File: config.mk
export PLATFORM = sky130hd
export DESIGN_NAME = dcache_write_buffer
export DESIGN_NICKNAME = d
export VERILOG_FILES = /design/src/rtl/dcache_write_buffer.sv
export SDC_FILE = /design/constraint.sdc
export NUM_CORES = 1
export LEC_CHECK = 0
export ABC_AREA = 1
export ABC_CLOCK_PERIOD_IN_PS = 6300
export CAP_MARGIN = 20
export CORE_ASPECT_RATIO = 1.75
export CORE_MARGIN = 2
export CORE_UTILIZATION = 56
export DETAILED_ROUTE_END_ITERATION = 12
export GPL_TIMING_DRIVEN = 0
export PLACE_DENSITY = 0.95
export SLEW_MARGIN = 5
export SYNTH_ARGS = -nofsm -noshare
export SYNTH_HDL_FRONTEND = slang
export SYNTH_SLANG_ARGS = --single-unit
File: constraint.sdc
create_clock -name CLK -period 6.3 [get_ports CLK]
set_clock_uncertainty 0.2 [all_clocks]
set_input_delay 1.26 -clock CLK [delete_from_list [all_inputs] [get_ports CLK]]
set_output_delay 1.26 -clock CLK [all_outputs]
set_load 0.05 [all_outputs]
File: src/rtl/dcache_write_buffer.sv
// -----------------------------------------------------------------------------
// dcache_write_buffer
//   Posted write buffer between the dcache memory-side port and memory_control.
//   Cache writes are captured in a small FIFO and complete without waiting on
//   RAM latency. Entries drain to memory_control one word at a time. Reads go
//   to memory in program order, or are forwarded from the buffer when enabled.
//
//   Optional feature macro: WB_FORWARD_EN
//     defined   - reads that hit a buffered entry are answered in the same
//                 cycle from the youngest match; misses bypass pending drains.
//     undefined - no compare logic; a read waits until the buffer is empty.
//
// Ports
//   CLK, nRST            clock (rising edge), asynchronous active-low reset
//   c_dREN, c_dWEN       cache read / write request
//   c_daddr, c_dstore    cache request address / write data
//   c_dwait, c_dload     stall to cache / read data to cache
//   m_dREN, m_dWEN       read / write request to memory_control
//   m_daddr, m_dstore    address / write data to memory_control
//   m_dwait, m_dload     memory_control stall / read data
//   wb_empty             buffer empty and FSM idle (halt/flush qualifier)
// -----------------------------------------------------------------------------
module dcache_write_buffer #(
    parameter int DEPTH = 4
) (
    input  logic        CLK,
    input  logic        nRST,
    input  logic        c_dREN,
    input  logic        c_dWEN,
    input  logic [31:0] c_daddr,
    input  logic [31:0] c_dstore,
    output logic        c_dwait,
    output logic [31:0] c_dload,
    output logic        m_dREN,
    output logic        m_dWEN,
    output logic [31:0] m_daddr,
    output logic [31:0] m_dstore,
    input  logic        m_dwait,
    input  logic [31:0] m_dload,
    output logic        wb_empty
);

    localparam int PW = $clog2(DEPTH);
    localparam int CW = PW + 1;

    typedef enum logic [1:0] {IDLE, WRITE, READ} state_t;

    state_t          state, state_next;
    logic [29:0]     addr_mem [DEPTH];
    logic [31:0]     data_mem [DEPTH];
    logic [PW-1:0]   head, tail;
    logic [CW-1:0]   count;
    logic            full, push, pop;
    logic            fwd_hit;
    logic [31:0]     fwd_data;
    logic            read_eligible;

    assign full = (count == CW'(DEPTH));
    assign push = c_dWEN & ~full;
    assign pop  = (state == WRITE) & ~m_dwait;

    // NOTE: storage carries no reset; an entry is only ever read while count
    // covers it, so clearing the array would cost flops for nothing.
    always_ff @(posedge CLK) begin
        if (push) begin
            addr_mem[head] <= c_daddr[31:2];
            data_mem[head] <= c_dstore;
        end
    end

    // NOTE: sequential state uses non-blocking assignments so every register
    // samples the pre-edge values regardless of statement order.
    always_ff @(posedge CLK or negedge nRST) begin
        if (!nRST) begin
            head  <= '0;
            tail  <= '0;
            count <= '0;
        end else begin
            if (push) head <= head + 1'b1;   // wraps modulo DEPTH (power of 2)
            if (pop)  tail <= tail + 1'b1;
            case ({push, pop})
                2'b10:   count <= count + 1'b1;
                2'b01:   count <= count - 1'b1;
                default: count <= count;
            endcase
        end
    end

`ifdef WB_FORWARD_EN
    // Scan oldest to youngest so the last hit written is the youngest entry.
    always_comb begin
        logic [PW-1:0] idx;
        fwd_hit  = 1'b0;
        fwd_data = '0;
        idx      = '0;
        for (int i = 0; i < DEPTH; i++) begin
            idx = tail + PW'(i);
            if ((CW'(i) < count) && (addr_mem[idx] == c_daddr[31:2])) begin
                fwd_hit  = 1'b1;
                fwd_data = data_mem[idx];
            end
        end
    end
    // A miss cannot alias any buffered entry, so it may overtake the drain.
    assign read_eligible = ~fwd_hit;
`else
    assign fwd_hit       = 1'b0;
    assign fwd_data      = '0;
    // Strict program order: the buffer drains completely before a read.
    assign read_eligible = (count == '0);
`endif

    always_ff @(posedge CLK or negedge nRST) begin
        if (!nRST) state <= IDLE;
        else       state <= state_next;
    end

    // NOTE: every combinational output gets a default first so no path can
    // leave it unassigned and infer a latch.
    always_comb begin
        state_next = state;
        case (state)
            IDLE: begin
                if (c_dREN && !c_dWEN && read_eligible)
                    state_next = READ;
                else if ((count != '0) || push)   // start on the entry being pushed now
                    state_next = WRITE;
            end
            WRITE: if (!m_dwait) state_next = IDLE;
            READ:  if (!c_dREN || !m_dwait) state_next = IDLE;   // drop abandons the read
            default: state_next = IDLE;
        endcase
    end

    always_comb begin
        m_dREN   = 1'b0;
        m_dWEN   = 1'b0;
        m_daddr  = '0;
        m_dstore = '0;
        c_dload  = '0;
        c_dwait  = 1'b0;

        case (state)
            WRITE: begin
                m_dWEN   = 1'b1;
                m_daddr  = {addr_mem[tail], 2'b00};
                m_dstore = data_mem[tail];
            end
            READ: begin
                m_dREN  = 1'b1;
                m_daddr = c_daddr;
                c_dload = m_dload;
            end
            default: ;
        endcase

        // Writes win over reads; the write-side stall never sees m_dwait.
        if (c_dWEN) begin
            c_dwait = full;
        end else if (c_dREN) begin
            if (state == READ) begin
                c_dwait = m_dwait;
            end else if (fwd_hit) begin
                c_dwait = 1'b0;
                c_dload = fwd_data;
            end else begin
                c_dwait = 1'b1;
            end
        end
    end

    assign wb_empty = (count == '0) && (state == IDLE);

endmodule

# Word level (Yosys, flattened, before mapping)
# Memory sizes are Yosys's and may differ from the RTL's.
# Index checks and enable logic that the tools add are counted.
[totals] register_bits=9 latch_bits=0 ram_bits=248 rom_bits=0 in_bits=101 out_inout_bits=100 word_cells=51 mem_count=2
[op_classes] addsub=4 mul=0 n_div=0 order_cmp=0 eq_ne=8 n_shift=0 mux=16 bitwise_logic=4 reduce_logical=13
[memory_table] name="data_mem" depth=4 width=32 rd=1 rd_clocked_by_memory_dff=0 write_ports=1 line="50" source="logic [31:0] data_mem [DEPTH];"
[memory_table] name="addr_mem" depth=4 width=30 rd=1 rd_clocked_by_memory_dff=0 write_ports=1 line="49" source="logic [29:0] addr_mem [DEPTH];"
[ops] cell="32-bit 2-to-1 mux" n=2
[ops] cell="32-bit one-hot mux with 2 select lines" n=1
[ops] cell="2-bit 2-to-1 mux" n=4
[ops] cell="1-bit 2-to-1 mux" n=7
[ops] cell="2-bit one-hot mux with 3 select lines" n=1
[ops] cell="3-bit one-hot mux with 2 select lines" n=1
[ops] cell="2-bit by 1-bit adder with 2-bit output (second input constant)" n=2
[ops] cell="2-bit by 1-bit equality test with 1-bit output (second input constant)" n=2
[ops] cell="2-bit equality test (second input constant)" n=2
[ops] cell="2-bit != test (second input constant)" n=2
[ops] cell="3-bit by 1-bit adder with 3-bit output (second input constant)" n=1
[ops] cell="3-bit equality test (second input constant)" n=1
[ops] cell="1-bit logical AND" n=3
[ops] cell="1-bit zero test" n=3
[ops] cell="3-bit zero test" n=1
[ops] cell="3-bit != test (second input constant)" n=1
[ops] cell="3-bit AND reduction" n=1
[ops] cell="3-bit nonzero test" n=1
[ops] cell="3-bit by 1-bit subtractor with 3-bit output (second input constant)" n=1
[ops] cell="1-bit bitwise AND" n=2
[ops] cell="2-bit zero test" n=1
[ops] cell="1-bit logical OR" n=2
[ops] cell="1-bit inverter" n=2
[ops] cell="2-bit nonzero test" n=1

# Logic depth before layout (Yosys ltp)
[logic_depth] depth_word=7 ltp_mapped=10 depth_no_buf=10

# Worst setup path after synthesis
# OpenSTA, ideal clock, no wires.
[synth_path] kind="input to register" from="input port c_dWEN" to="memory addr_mem[0][0], enable pin" setup_ns=0.482 arrival_time_ns=3.972 t_required_ns=5.618 setup_slack_ns=1.646 path_stages=2 n_path_buf=0 path_cell_list="nand2_2 -> nor2_1"
[synth_via] elab_chain_cells=3
[synth_lines] element="start, declared" line="29" source="input logic c_dWEN,"
[synth_lines] element="1-bit bitwise AND" line="59" source="assign push = c_dWEN & ~full;"
[synth_lines] element="1-bit 2-to-1 mux" line="65" source="if (push) begin"
[synth_lines] element="1-bit 2-to-1 mux (not written as such)" line="66" source="addr_mem[head] <= c_daddr[31:2];"
[synth_lines] element="end, declared" line="49"
# No other way between the ends.

# Worst setup path after layout
[layout_path] from="register state[0]" to="output port m_daddr[25]"
[layout_via] elab_chain_cells=2 elab_cells_between_ends=3 classes_between="eq/ne (2); mux (1)"
[layout_lines] element="start, declared" line="48" source="state_t state, state_next;"
[layout_lines] element="start signal, assigned" line="115" source="else state <= state_next;"
[layout_lines] element="2-bit equality test / 2-bit by 1-bit equality test with 1-bit output (equally long branches)" line="143" source="case (state)"
[layout_lines] element="32-bit one-hot mux with 2 select lines (*)" line="143"
[layout_lines] element="end, declared" line="36" source="output logic [31:0] m_daddr,"
# Every way passes the cells marked *; elsewhere a longest branch is shown, timed or not.

==> results.md <==
- Synthesis Warnings: 0
- TritonCTS clock tree: done
- Status: finished, final reports clean
- Final hold violation count: 0
- Period utilization: 75.3%
- Fillers: 1151
- IO buf count: 200
- PostCTS Resize Cnt: 0
- Met1 Track Usage GR: 29.1%
- Layout Nets: 1287
- Commonest cells after routing, fill and taps aside: 248 x edfxtp_1, 200 x clkdlybuf4s50_1, 196 x nand2_1
- Leading cell type in the layout, fill and taps excluded: edfxtp_1
- Sequential area share after synthesis: 71.2%
- Area grow syn2layout: 30.1%
- Clock Pin Slew Worst Setup and Hold Paths: 0.07 ns
- Layout cells sized above 1: between 6 and 7%
- Startpoint Class: register
- Leak: 5.30 nW
- Ports: 201
- Grt met2 use: around half
- Maximum clock rate: 0.211 GHz
- Syn Area/Cell: 11.4 µm²
- Library cells used by synthesis: 27
- Initial core utilization: 56.6%
- First-pass GRT wire length: about 42 mm
- Cell area after layout: 14000 µm²
- Area after DPL: 13300 µm²
- DRT Pass-1 Iters: 5
- Final wirelength: ~28 mm
- Post-DP HPWL: about 19 mm
- Setup tns final: 0 ns
- Setup Buffers After CTS: 0
- Worst vdd ir: 0.301 mV
- DRC: 0
- Crit-path max FO: 10
- Hold crit path type: reg2reg
- 1st-iter DRT viols: 742
- CTS Buf Count: 21
- Full die area: about 20000 µm²
- Row Count: 67
- Post-route minimum period: 4.74 ns
- Area of the core: 19000 µm²
- Longest Clk Path Bufs: 3
- # hold bufs at CTS: 0
- Global routing usage on met3: 3.48%
- Top cell type's share of synthesized area: a little under 70%
- Clock latency on the worst-skew pair: 0.49 ns
- GRT Util Overall: 27.1%
- Power per Cell Area: roughly 500 nW/µm²
- Largest net degree at the start of global routing: 28
- Final ANT Viol Nets: 0
- RSZ-0062 raised after global routing: false
- #FFs+latches synth: roughly 260
- Critical path data required time: slightly below 5 ns
- Tightest Pin Transition: 0.886 ns
- Critical Path AT: 3.28 ns
- Vias/cell: 5.69
- Antenna violations before repair: 1
- Crit Path Class: reg2out
- Die Ht: 187 µm
- Hold Slack: about 0.31 ns
- Pins Over Slew Limit: 0
- Clock root buffer: clkbuf_16
- Post-Syn Instances: 946
- Syn nets: 1056
- Area leader, netlist: edfxtp_1
- Kind of end point of the critical path: output port
- Wirelength per Cell: 19.3 µm
- Top Usage Layer GRT: met2
- Total grt overflow: 0
- Die W: approximately 110 µm
- Routability cong.: 0.830
- Clk sinks: 257
- Rel. slew slack: 40.8%
- Number of global-route vias before repair: about 8400
- Max_cap viols: 0
- Setup violators final: 0
- Mapped cell area: roughly 11000 µm²
- Area contributors post-synth: edfxtp_1 69%, nand2_1 6.8%, nand3_1 5.7%, nor2_1 4.8%, o21ai_0 2.8%
- H-tree Lvls: 1
- Total number of vias: 8148
==> per-stage QoR <==
step	power [mW]	utilization, %	std cells	setup slack, ns
global route	7.28	73.6	1433	1.53
detailed placement	5.57	69.7	1395	1.73
finish	6.99	73.6	1433	1.56
floorplan	4.44	-	946	1.65
CTS	6.96	73.6	1432	1.60
global placement	5.44	68.7	1387	-0.707
==> registers in the layout, summed over array words and instances (netlist names) <==
name / cells
data_mem: 128
addr_mem: 120
count: 3
head: 2
state: 2
tail: 2
==> cells in the mapped netlist, drive strengths merged <==
master / count
buf: 33
xnor2: 1
o21ai: 66
fa: 1
a21boi: 1
dfrtp: 9
clkinv: 1
inv: 54
clkbuf: 23
ha: 8
nor4: 1
nand4: 2
xor2: 4
nor2: 139
nand3: 123
nand2: 197
or2: 1
a21oi: 34
edfxtp: 248
==> worst max-delay path, cell delays in order, from the launching register on <==
cell	delay, ns
dfrtp_1	0.40
inv_1	0.10
ha_1	0.22
buf_2	0.32
clkbuf_1	0.51
nand3_1	0.22
nand2_1	0.18
clkdlybuf4s50_1	0.83
==> routing by layer <==
metal  wire length [µm]  part of all wire [%]
met3               2200                   8.0
met2              15300                    55
met4               1080                   3.9
met5                  0                     0
met1               9060                    33
==> power breakdown <==
part           leakage (nW)  switching (mW)  internal, mW  total, mW
clock                 0.361           0.573         0.823       1.40
sequential             2.38          0.0885          2.25       2.34
combinational          2.56            2.28         0.982       3.26
total                  5.30            2.94          4.05       6.99
==> layout make-up <==
| cell class | count | area, µm² | share of cell area, % |
|---|---|---|---|
| flip-flops and latches | 257 | 7670 | 54.8 |
| multi-input cells | 578 | 2610 | 18.6 |
| clock inverters | 13 | 204 | 1.46 |
| well taps | 241 | 302 | 2.15 |
| plain buffers | 56 | 312 | 2.22 |
| repair buffers | 208 | 2170 | 15.5 |
| diodes | 1 | 2.50 | 0.0179 |
| clock buffers | 24 | 537 | 3.83 |
| inverters | 55 | 209 | 1.49 |
==> logic make-up (layout without fill, tap and decap cells) <==
family | count (synthesis) | after routing | share of synthesized area (%)
compound gates | 101 | 101 | 4.72
xor+xnor | 5 | 5 | 0.407
fa+ha+maj | 9 | 9 | 1.12
buf+inv | 111 | 356 | 4.83
flops | 257 | 257 | 71.2
other cells | 0 | 1 | 0
simple gates | 463 | 463 | 17.7
==> final timing paths <==
check                         start     endpoint  slack (ns)  depth (start not counted)
hold / removal             state[0]     state[0]        0.31                          2
min in group asynchronous      nRST     state[1]        0.87                          1
max in group asynchronous      nRST     count[0]        4.73                          1
setup / recovery           state[0]  m_daddr[25]        1.56                          7
hold reg to reg            state[0]     state[0]        0.31                          2
setup reg to reg           state[1]     count[2]        3.41                         10
(Power assumes the default switching activity.)
